### src/rtl/led_frame_sequencer.sv
// led_frame_sequencer
// Produces the 5-bit frame index for the LED pattern decoder. A 24-bit
// prescaler divides clk by DIV to make a frame step. On each step the index
// moves through 0..last in loop, ping-pong or one-shot order, or is held in
// freeze mode.
//
// Ports:
//   clk      system clock, rising edge
//   rst_n    synchronous active-low reset
//   run      1 = prescaler counts and frames advance, 0 = everything holds
//   dir      loop mode direction (0 = up, 1 = down)
//   mode     0 = loop, 1 = ping-pong, 2 = one-shot, 3 = freeze
//   last     highest frame index of the sequence
//   restart  single-cycle synchronous restart request
//   frame    registered frame index
//   tick     one-cycle pulse on the first cycle of each new frame value
//   done     one-shot sequence finished, held until restart or reset
module led_frame_sequencer #(
  parameter int unsigned DIV = 12_500_000
) (
  input  logic       clk,
  input  logic       rst_n,
  input  logic       run,
  input  logic       dir,
  input  logic [1:0] mode,
  input  logic [4:0] last,
  input  logic       restart,
  output logic [4:0] frame,
  output logic       tick,
  output logic       done
);

  localparam logic [23:0] CNT_MAX     = 24'(DIV - 1);
  localparam logic [1:0]  MODE_LOOP   = 2'd0;
  localparam logic [1:0]  MODE_PING   = 2'd1;
  localparam logic [1:0]  MODE_ONCE   = 2'd2;
  localparam logic [1:0]  MODE_FREEZE = 2'd3;

  typedef enum logic [1:0] {
    ST_UP   = 2'd0,
    ST_DOWN = 2'd1,
    ST_DONE = 2'd2
  } state_t;

  state_t      r_state;
  logic [23:0] r_cnt;
  logic [4:0]  r_frame;
  logic        r_tick;
  logic        r_done;

  logic [4:0]  w_next_frame;
  state_t      w_next_state;
  logic        w_enter_done;

  assign frame = r_frame;
  assign tick  = r_tick;
  assign done  = r_done;

  // Frame index and direction state that the next step would produce.
  always_comb begin
    w_next_frame = r_frame;
    w_next_state = r_state;
    w_enter_done = 1'b0;
    if (mode == MODE_FREEZE) begin
      // Step is consumed but the index stays where it is.
      w_next_frame = r_frame;
    end else if (r_frame > last) begin
      // last was lowered below the current index: restart from the bottom.
      w_next_frame = 5'd0;
      w_next_state = ST_UP;
    end else begin
      case (mode)
        MODE_LOOP: begin
          // Loop ignores the FSM direction and follows dir only.
          if (dir == 1'b0) begin
            w_next_frame = (r_frame == last) ? 5'd0 : r_frame + 5'd1;
          end else begin
            w_next_frame = (r_frame == 5'd0) ? last : r_frame - 5'd1;
          end
        end
        MODE_PING: begin
          if (r_state == ST_DOWN) begin
            if (r_frame != 5'd0) begin
              w_next_frame = r_frame - 5'd1;
            end else begin
              w_next_frame = (last == 5'd0) ? 5'd0 : 5'd1;
              w_next_state = ST_UP;
            end
          end else begin
            if (r_frame < last) begin
              w_next_frame = r_frame + 5'd1;
            end else if (last != 5'd0) begin
              w_next_frame = r_frame - 5'd1;
              w_next_state = ST_DOWN;
            end else begin
              // Single-frame sequence: stay on 0 heading up.
              w_next_frame = 5'd0;
            end
          end
        end
        MODE_ONCE: begin
          if (r_frame < last) begin
            w_next_frame = r_frame + 5'd1;
          end else begin
            w_next_state = ST_DONE;
            w_enter_done = 1'b1;
          end
        end
        default: begin
          w_next_frame = r_frame;
        end
      endcase
    end
  end

  // Prescaler, FSM and registered outputs.
  always_ff @(posedge clk) begin
    if (!rst_n) begin
      r_cnt   <= 24'd0;
      r_frame <= 5'd0;
      r_tick  <= 1'b0;
      r_done  <= 1'b0;
      r_state <= ST_UP;
    end else if (restart) begin
      // Restart wins over a step landing on the same edge.
      r_cnt   <= 24'd0;
      r_frame <= ((mode == MODE_LOOP) && dir) ? last : 5'd0;
      r_tick  <= 1'b0;
      r_done  <= 1'b0;
      r_state <= ST_UP;
    end else begin
      r_tick <= 1'b0;
      // DONE freezes the prescaler, so no further tick can appear.
      if (run && (r_state != ST_DONE)) begin
        if (r_cnt == CNT_MAX) begin
          r_cnt   <= 24'd0;
          r_frame <= w_next_frame;
          r_state <= w_next_state;
          r_tick  <= 1'b1;
          if (w_enter_done) begin
            r_done <= 1'b1;
          end else begin
            r_done <= r_done;
          end
        end else begin
          r_cnt <= r_cnt + 24'd1;
        end
      end else begin
        r_cnt <= r_cnt;
      end
    end
  end

endmodule

### config.mk
export PLATFORM = sky130hd
export DESIGN_NAME = led_frame_sequencer
export DESIGN_NICKNAME = d
export VERILOG_FILES = /design/src/rtl/led_frame_sequencer.sv
export SDC_FILE = /design/constraint.sdc
export NUM_CORES = 1
export LEC_CHECK = 0
export BUFFER_PORTS_ARGS = -buffer_cell sky130_fd_sc_hd__buf_4
export CORE_MARGIN = 1.5
export CORE_UTILIZATION = 60
export DETAILED_ROUTE_END_ITERATION = 16
export MAX_ROUTING_LAYER = met4
export PLACE_DENSITY = 0.9
export SYNTH_ARGS = -nofsm -noshare
export SYNTH_HDL_FRONTEND = slang
export SYNTH_SLANG_ARGS = --single-unit
### constraint.sdc
create_clock -name clk -period 6.37 [get_ports clk]
set_input_delay 0.3185 -clock clk [delete_from_list [all_inputs] [get_ports clk]]
set_output_delay 0.3185 -clock clk [all_outputs]
set_load 0.05 [all_outputs]
======== Word level (Yosys, flattened, before mapping) ========
Index checks and enable logic that the tools add are counted.
operators by class
  add/sub/neg operators ................... 3
  multiply operators ...................... 0
  divide/modulo/power cells ............... 0
  order comparisons ....................... 2
  eq/ne operators ......................... 13
  shift operators ......................... 0
  muxes and demuxes ....................... 29
  bitwise gates (word level) .............. 3
  reduce and logical (&&, ||, !) cells .... 16
operators by type and width
  kind                                              count
  two-way mux 5 bit                                 14
  adder 24 x 1 -> 24 bit, second input constant     1
  == test 24 bit, second input constant             1
  two-way mux 24 bit                                1
  inequality test 4 bit, second input constant      4
  case mux 5 bit (3 select lines)                   1
  nonzero test 5 bit                                3
  two-way mux 2 bit                                 6
  zero test 5 bit                                   2
  AND reduction 8 bit                               1
  two-way mux 1 bit                                 6
  adder 5 x 1 -> 5 bit, second input constant       1
  == test 5 bit                                     1
  > comparator 5 bit                                1
  less-than comparator 5 bit                        1
  AND reduction 5 bit                               1
  subtractor 5 x 1 -> 5 bit, second input constant  1
  == test 2 x 1 -> 1 bit, second input constant     2
  == test 2 bit, second input constant              2
  inequality test 2 bit, second input constant      2
  case mux 2 bit (2 select lines)                   1
  nonzero test 2 bit                                2
  inequality test 3 bit, second input constant      1
  inverter 1 bit                                    3
  other kinds (6)                                   7
word-level totals
  bits in registers ....................... 33
  latch bits .............................. 0
  bits in writable memories ............... 0
  memory bits (read-only) ................. 0
  bits of input ports ..................... 12
  word-level logic and storage cells ...... 71
  memories ................................ 0

======== Longest topological paths before layout ========
  depth in word-level cells ............... 10
  depth in mapped cells ................... 8
  depth with buffers taken out ............ 8

======== Worst setup path after synthesis ========
No wires, ideal clock.
  path kind ............................... register -> register
  from .................................... register r_frame[0] (netlist: frame[0])
  to ...................................... register r_state[1]
  setup time .............................. 0.070 ns
  data arrival time ....................... 2.524 ns
  data required time ...................... 6.300 ns
  setup slack ............................. 3.776 ns
  stages on the path, launching flop included .. 9
  path buffers ............................ 0
  clock period less this slack ............ 2.594 ns
  cells stage by stage .................... dfxtp_1 inv_1 ha_1 or4b_1 o21ai_2 a2111oi_0 a2111oi_4 a21bo_2 a21oi_1
on the way
  word-level cells in the longest chain between the ends .. 3
ends and longest elaborated chain
  element                                                  line  source
  start, declared                                          47    logic [4:0] r_frame;
  start signal, assigned                                   127   r_frame <= ((mode == MODE_LOOP) && dir) ? last : 5'd0;
  start signal, assigned                                   137   r_frame <= w_next_frame;
  > comparator 5 bit (tied with other cells)               67    end else if (r_frame > last) begin
  inequality test 4 bit (no line) (tied with other cells)  n/a
  AND reduction 8 bit (no line)                            n/a
  end signal, assigned                                     138   r_state <= w_next_state;
  end, declared                                            45    state_t r_state;
Parallel ways exist; a longest one is shown, timed or not.
A chain may end at the register's enable or synchronous reset.

======== Worst setup path in the final report ========
  from .................................... register r_frame[3] (netlist: frame[3])
  to ...................................... register r_frame[4] (netlist: frame[4])
on the way
  word-level cells in the longest chain between the ends .. 10
ends and longest elaborated chain
  element                          line        source
  subtractor 5 x 1 -> 5 bit        78, 84, 93
  two-way mux 5 bit                92          end else if (last != 5'd0) begin
  two-way mux 5 bit                90          if (r_frame < last) begin
  two-way mux 5 bit                82          if (r_state == ST_DOWN) begin
  case mux 5 bit (3 select lines)  72          case (mode)
  two-way mux 5 bit                67
  two-way mux 5 bit                64          if (mode == MODE_FREEZE) begin
  two-way mux 5 bit                135         if (r_cnt == CNT_MAX) begin
  two-way mux 5 bit                134         if (run && (r_state != ST_DONE)) begin
  two-way mux 5 bit                124         end else if (restart) begin
Parallel ways exist; a longest one is shown, timed or not. The select of a mux whose other input is x is not followed.

==> impl_metrics.csv <==
group,metric,value,unit
finish,n_antenna_cell,0,
timing,relSlewSlack,0.436,
power,p_leak,0.953,nW
finish,layout-drive-gt1-share,0.113,
global_routing,antenna_found_initial,0,
clocking,insertion_delay,0.28,ns
min_path,hold_class,"input port to flip-flop",
finish,layout-area-overhead-vs-synth,9.64,%
logic_synthesis,ys_ff_latch,33,
logic_synthesis,synth_edf_count,0,
run,maxCapViolCount,0,
routing,detail_route.wl_per_cell,16.0,um
global_routing,grt_pass1_wl,9890,um
die,start_util,0.634,
logic_synthesis,syn_avg_cell_area,7.79,um^2
timing,fmax,0.363,GHz
power,p_per_area,177,nW/um^2
routing,ant_nets,0,
critical_path,worstPathRequired,6.52,ns
global_routing,grt_max_degree,24,
timing,drv_slew,0,
clocking,cts_root_buf,"clkbuf_8",
routing,drc,0,
clocking,clk_transition_reported_paths,0.07,ns
routing,finalWirelength,5870,um
timing,rsz0062_at_grt,"false",
clocking,cts_buffers,5,
die,coreArea,3740,um^2
timing,fin_crit,2.76,ns
logic_synthesis,ys.flop_type,"dfxtp_1",
logic_synthesis,synthDistinctLibCells,53,
clocking,clock_path_buffers,2,
routing,vias,2312,
clocking,post_cts_resized,0,
clocking,clock-sinks,33,
logic_synthesis,netlist_area,2370,um^2
routing,drtPass1Iterations,5,
die,rows,22,
die,die_h,65.9,um
timing,setup_violations,0,
timing,holdWs,0.334,ns
logic_synthesis,yosysWarnings,0,
critical_path,worstPathArrival,2.91,ns
logic_synthesis,syn_inst,305,
global_routing,grt_pass1_vias,2125,
die,io_pins,19,
die,dieWidth,65.9,um
routing,vias_per_cell,6.32,
timing,fin_crit_sh,0.433,
timing,worstMarginPinSlew,0.825,ns
routing,drt-initial-drc-count,255,
global_routing,track_usage,0.303,
timing,finalHoldViolCount,0,
critical_path,path_class,"flip-flop to flip-flop",
critical_path,worst_setup_path_start_kind,"flip-flop",
placed_design,gp_congestion,1.08,
placed_design,port-buffer-count,18,
finish,fin_cells,366,
critical_path,crit_fanout,13,
finish,fin_nets,341,
timing,fin_setup_tns,0,ns
placed_design,dp_hpwl,4390,um
power,peakVddDrop,0.166,mV
die,dieArea,4340,um^2
run_status,status,"finished, final reports clean",
clocking,post_cts_buffers,0,
logic_synthesis,synth-seq-area-share,0.278,
timing,finClkSkew,0.00517,ns
clocking,postCtsHoldBufs,0,
critical_path,cp-end-kind,"flip-flop",
logic_synthesis,synth_fp_nets,329,
logic_synthesis,async_flop_share,0,
clocking,cts_htree_levels,2,
placed_design,dpl.cell_count,358,
global_routing,gr-total-overflow,0,
clocking,cts_tree,"done",
## worst max-delay path: stages (launching register included)
cell and delay (ns):
dfxtp_1 0.60, ha_1 0.34, and3_1 0.19, and3_1 0.26, a211o_1 0.36, a311oi_2 0.52, or2_2 0.25, a31oi_1 0.09
## final cells by class
class                   count  area [um^2]
clock buffers               6         72.6
clock inverters             2         10.0
fillers                   314         1140
inverters                  11         41.3
multi-input cells         247         1620
flip-flops and latches     33          661
well taps                  48         60.1
repair buffers             19          143
## through the flow
| stage | power, mW | util | instance area, um^2 | worst slack (ns) |
|---|---|---|---|---|
| after CTS | 0.462 | 0.696 | 2600 | 3.64 |
| after detailed placement | 0.313 | 0.673 | 2520 | 3.69 |
| after global placement | 0.313 | 0.673 | 2520 | 3.75 |
| after floorplan | 0.285 | - | 2370 | 3.78 |
| final | 0.461 | 0.696 | 2600 | 3.61 |
| after global routing | 0.482 | 0.696 | 2600 | 3.48 |
## sequential cells by signal (all words and copies together) (netlist names)
name     count
r_cnt       24
frame        5
r_state      2
done         1
tick         1
## worst paths after layout
| check | start | to | slack [ns] | cells after the start |
|---|---|---|---|---|
| worst max-delay path | frame[3]$_SDFFE_PN0P_ | frame[4]$_SDFFE_PN0P_ | 3.61 | 7 |
| worst min-delay path | rst_n | frame[1]$_SDFFE_PN0P_ | 0.33 | 3 |
| worst max register to register | frame[3]$_SDFFE_PN0P_ | frame[4]$_SDFFE_PN0P_ | 3.61 | 7 |
| worst min register to register | done$_SDFFE_PP0P_ | done$_SDFFE_PP0P_ | 0.47 | 2 |
## synthesized netlist by cell type, types with 3 or more instances
cell / n / area share
a211oi_1: 3 / 0.0095
a21oi_1: 10 / 0.021
a31oi_1: 7 / 0.018
and3_1: 4 / 0.011
buf_2: 3 / 0.0063
clkbuf_1: 10 / 0.016
dfxtp_1: 33 / 0.28
ha_1: 12 / 0.063
inv_1: 11 / 0.017
mux2i_1: 3 / 0.013
nand2_1: 24 / 0.038
nand2b_1: 6 / 0.016
nand3_1: 15 / 0.032
nand4_1: 9 / 0.024
nor2_1: 41 / 0.065
nor2b_1: 6 / 0.016
nor3_1: 9 / 0.019
nor4b_1: 3 / 0.011
o21a_1: 3 / 0.0095
o21ai_0: 15 / 0.032
o31ai_1: 9 / 0.028
or3_1: 6 / 0.016
xnor2_1: 10 / 0.037
xor2_1: 15 / 0.055
## cell usage in the layout, fill, tap and decap left out, types with 2 or more instances in the layout
cell / synthesis / layout
or3_1: 6 / 6
and3_1: 4 / 4
o21ai_0: 15 / 15
a211o_1: 2 / 2
nand3_1: 15 / 15
ha_1: 12 / 12
a211oi_1: 3 / 3
nor2b_1: 6 / 6
nand4_1: 9 / 9
clkinv_2: 0 / 2
and2_1: 2 / 2
nand4b_1: 2 / 2
inv_1: 11 / 11
clkbuf_8: 0 / 5
a21bo_2: 2 / 2
xnor2_1: 10 / 10
nand2_1: 24 / 24
nor2_1: 41 / 41
nor3b_1: 2 / 2
nor4_1: 2 / 2
a31oi_1: 7 / 7
o21a_1: 3 / 3
buf_4: 0 / 19
nor4b_1: 3 / 3
xor2_1: 15 / 15
nor3_1: 9 / 9
mux2i_1: 3 / 3
o31ai_1: 9 / 9
a21o_1: 2 / 2
a21oi_1: 10 / 10
and4_1: 2 / 2
nand2b_1: 6 / 6
a221o_1: 2 / 2
dfxtp_1: 33 / 33
## cells by family (layout without fill, tap and decap cells)
kind of cell,count (synthesis),in the layout,synth area share
simple gates,141,141,0.309
compound gates,66,66,0.203
flops,33,33,0.278
xor+xnor,25,25,0.0922
buf+inv,25,38,0.0411
fa+ha+maj,12,12,0.0632
mux,3,3,0.0126
## where the power goes
group	total [mW]	internal (mW)	switching (mW)
logic	0.0984	0.0378	0.0606
clock network	0.148	0.0755	0.0725
registers	0.214	0.209	0.00536
total	0.461	0.322	0.138
## routing by layer
layer,share of wire,GRT usage,vias to the layer above
met3,0.082,0.0647,16
met5,0,-,-
met4,0.022,0.120,0
met1,0.43,0.378,1072
met2,0.46,0.480,93
li1,-,-,1131
No activity file was read; power rests on OpenSTA's default activity.
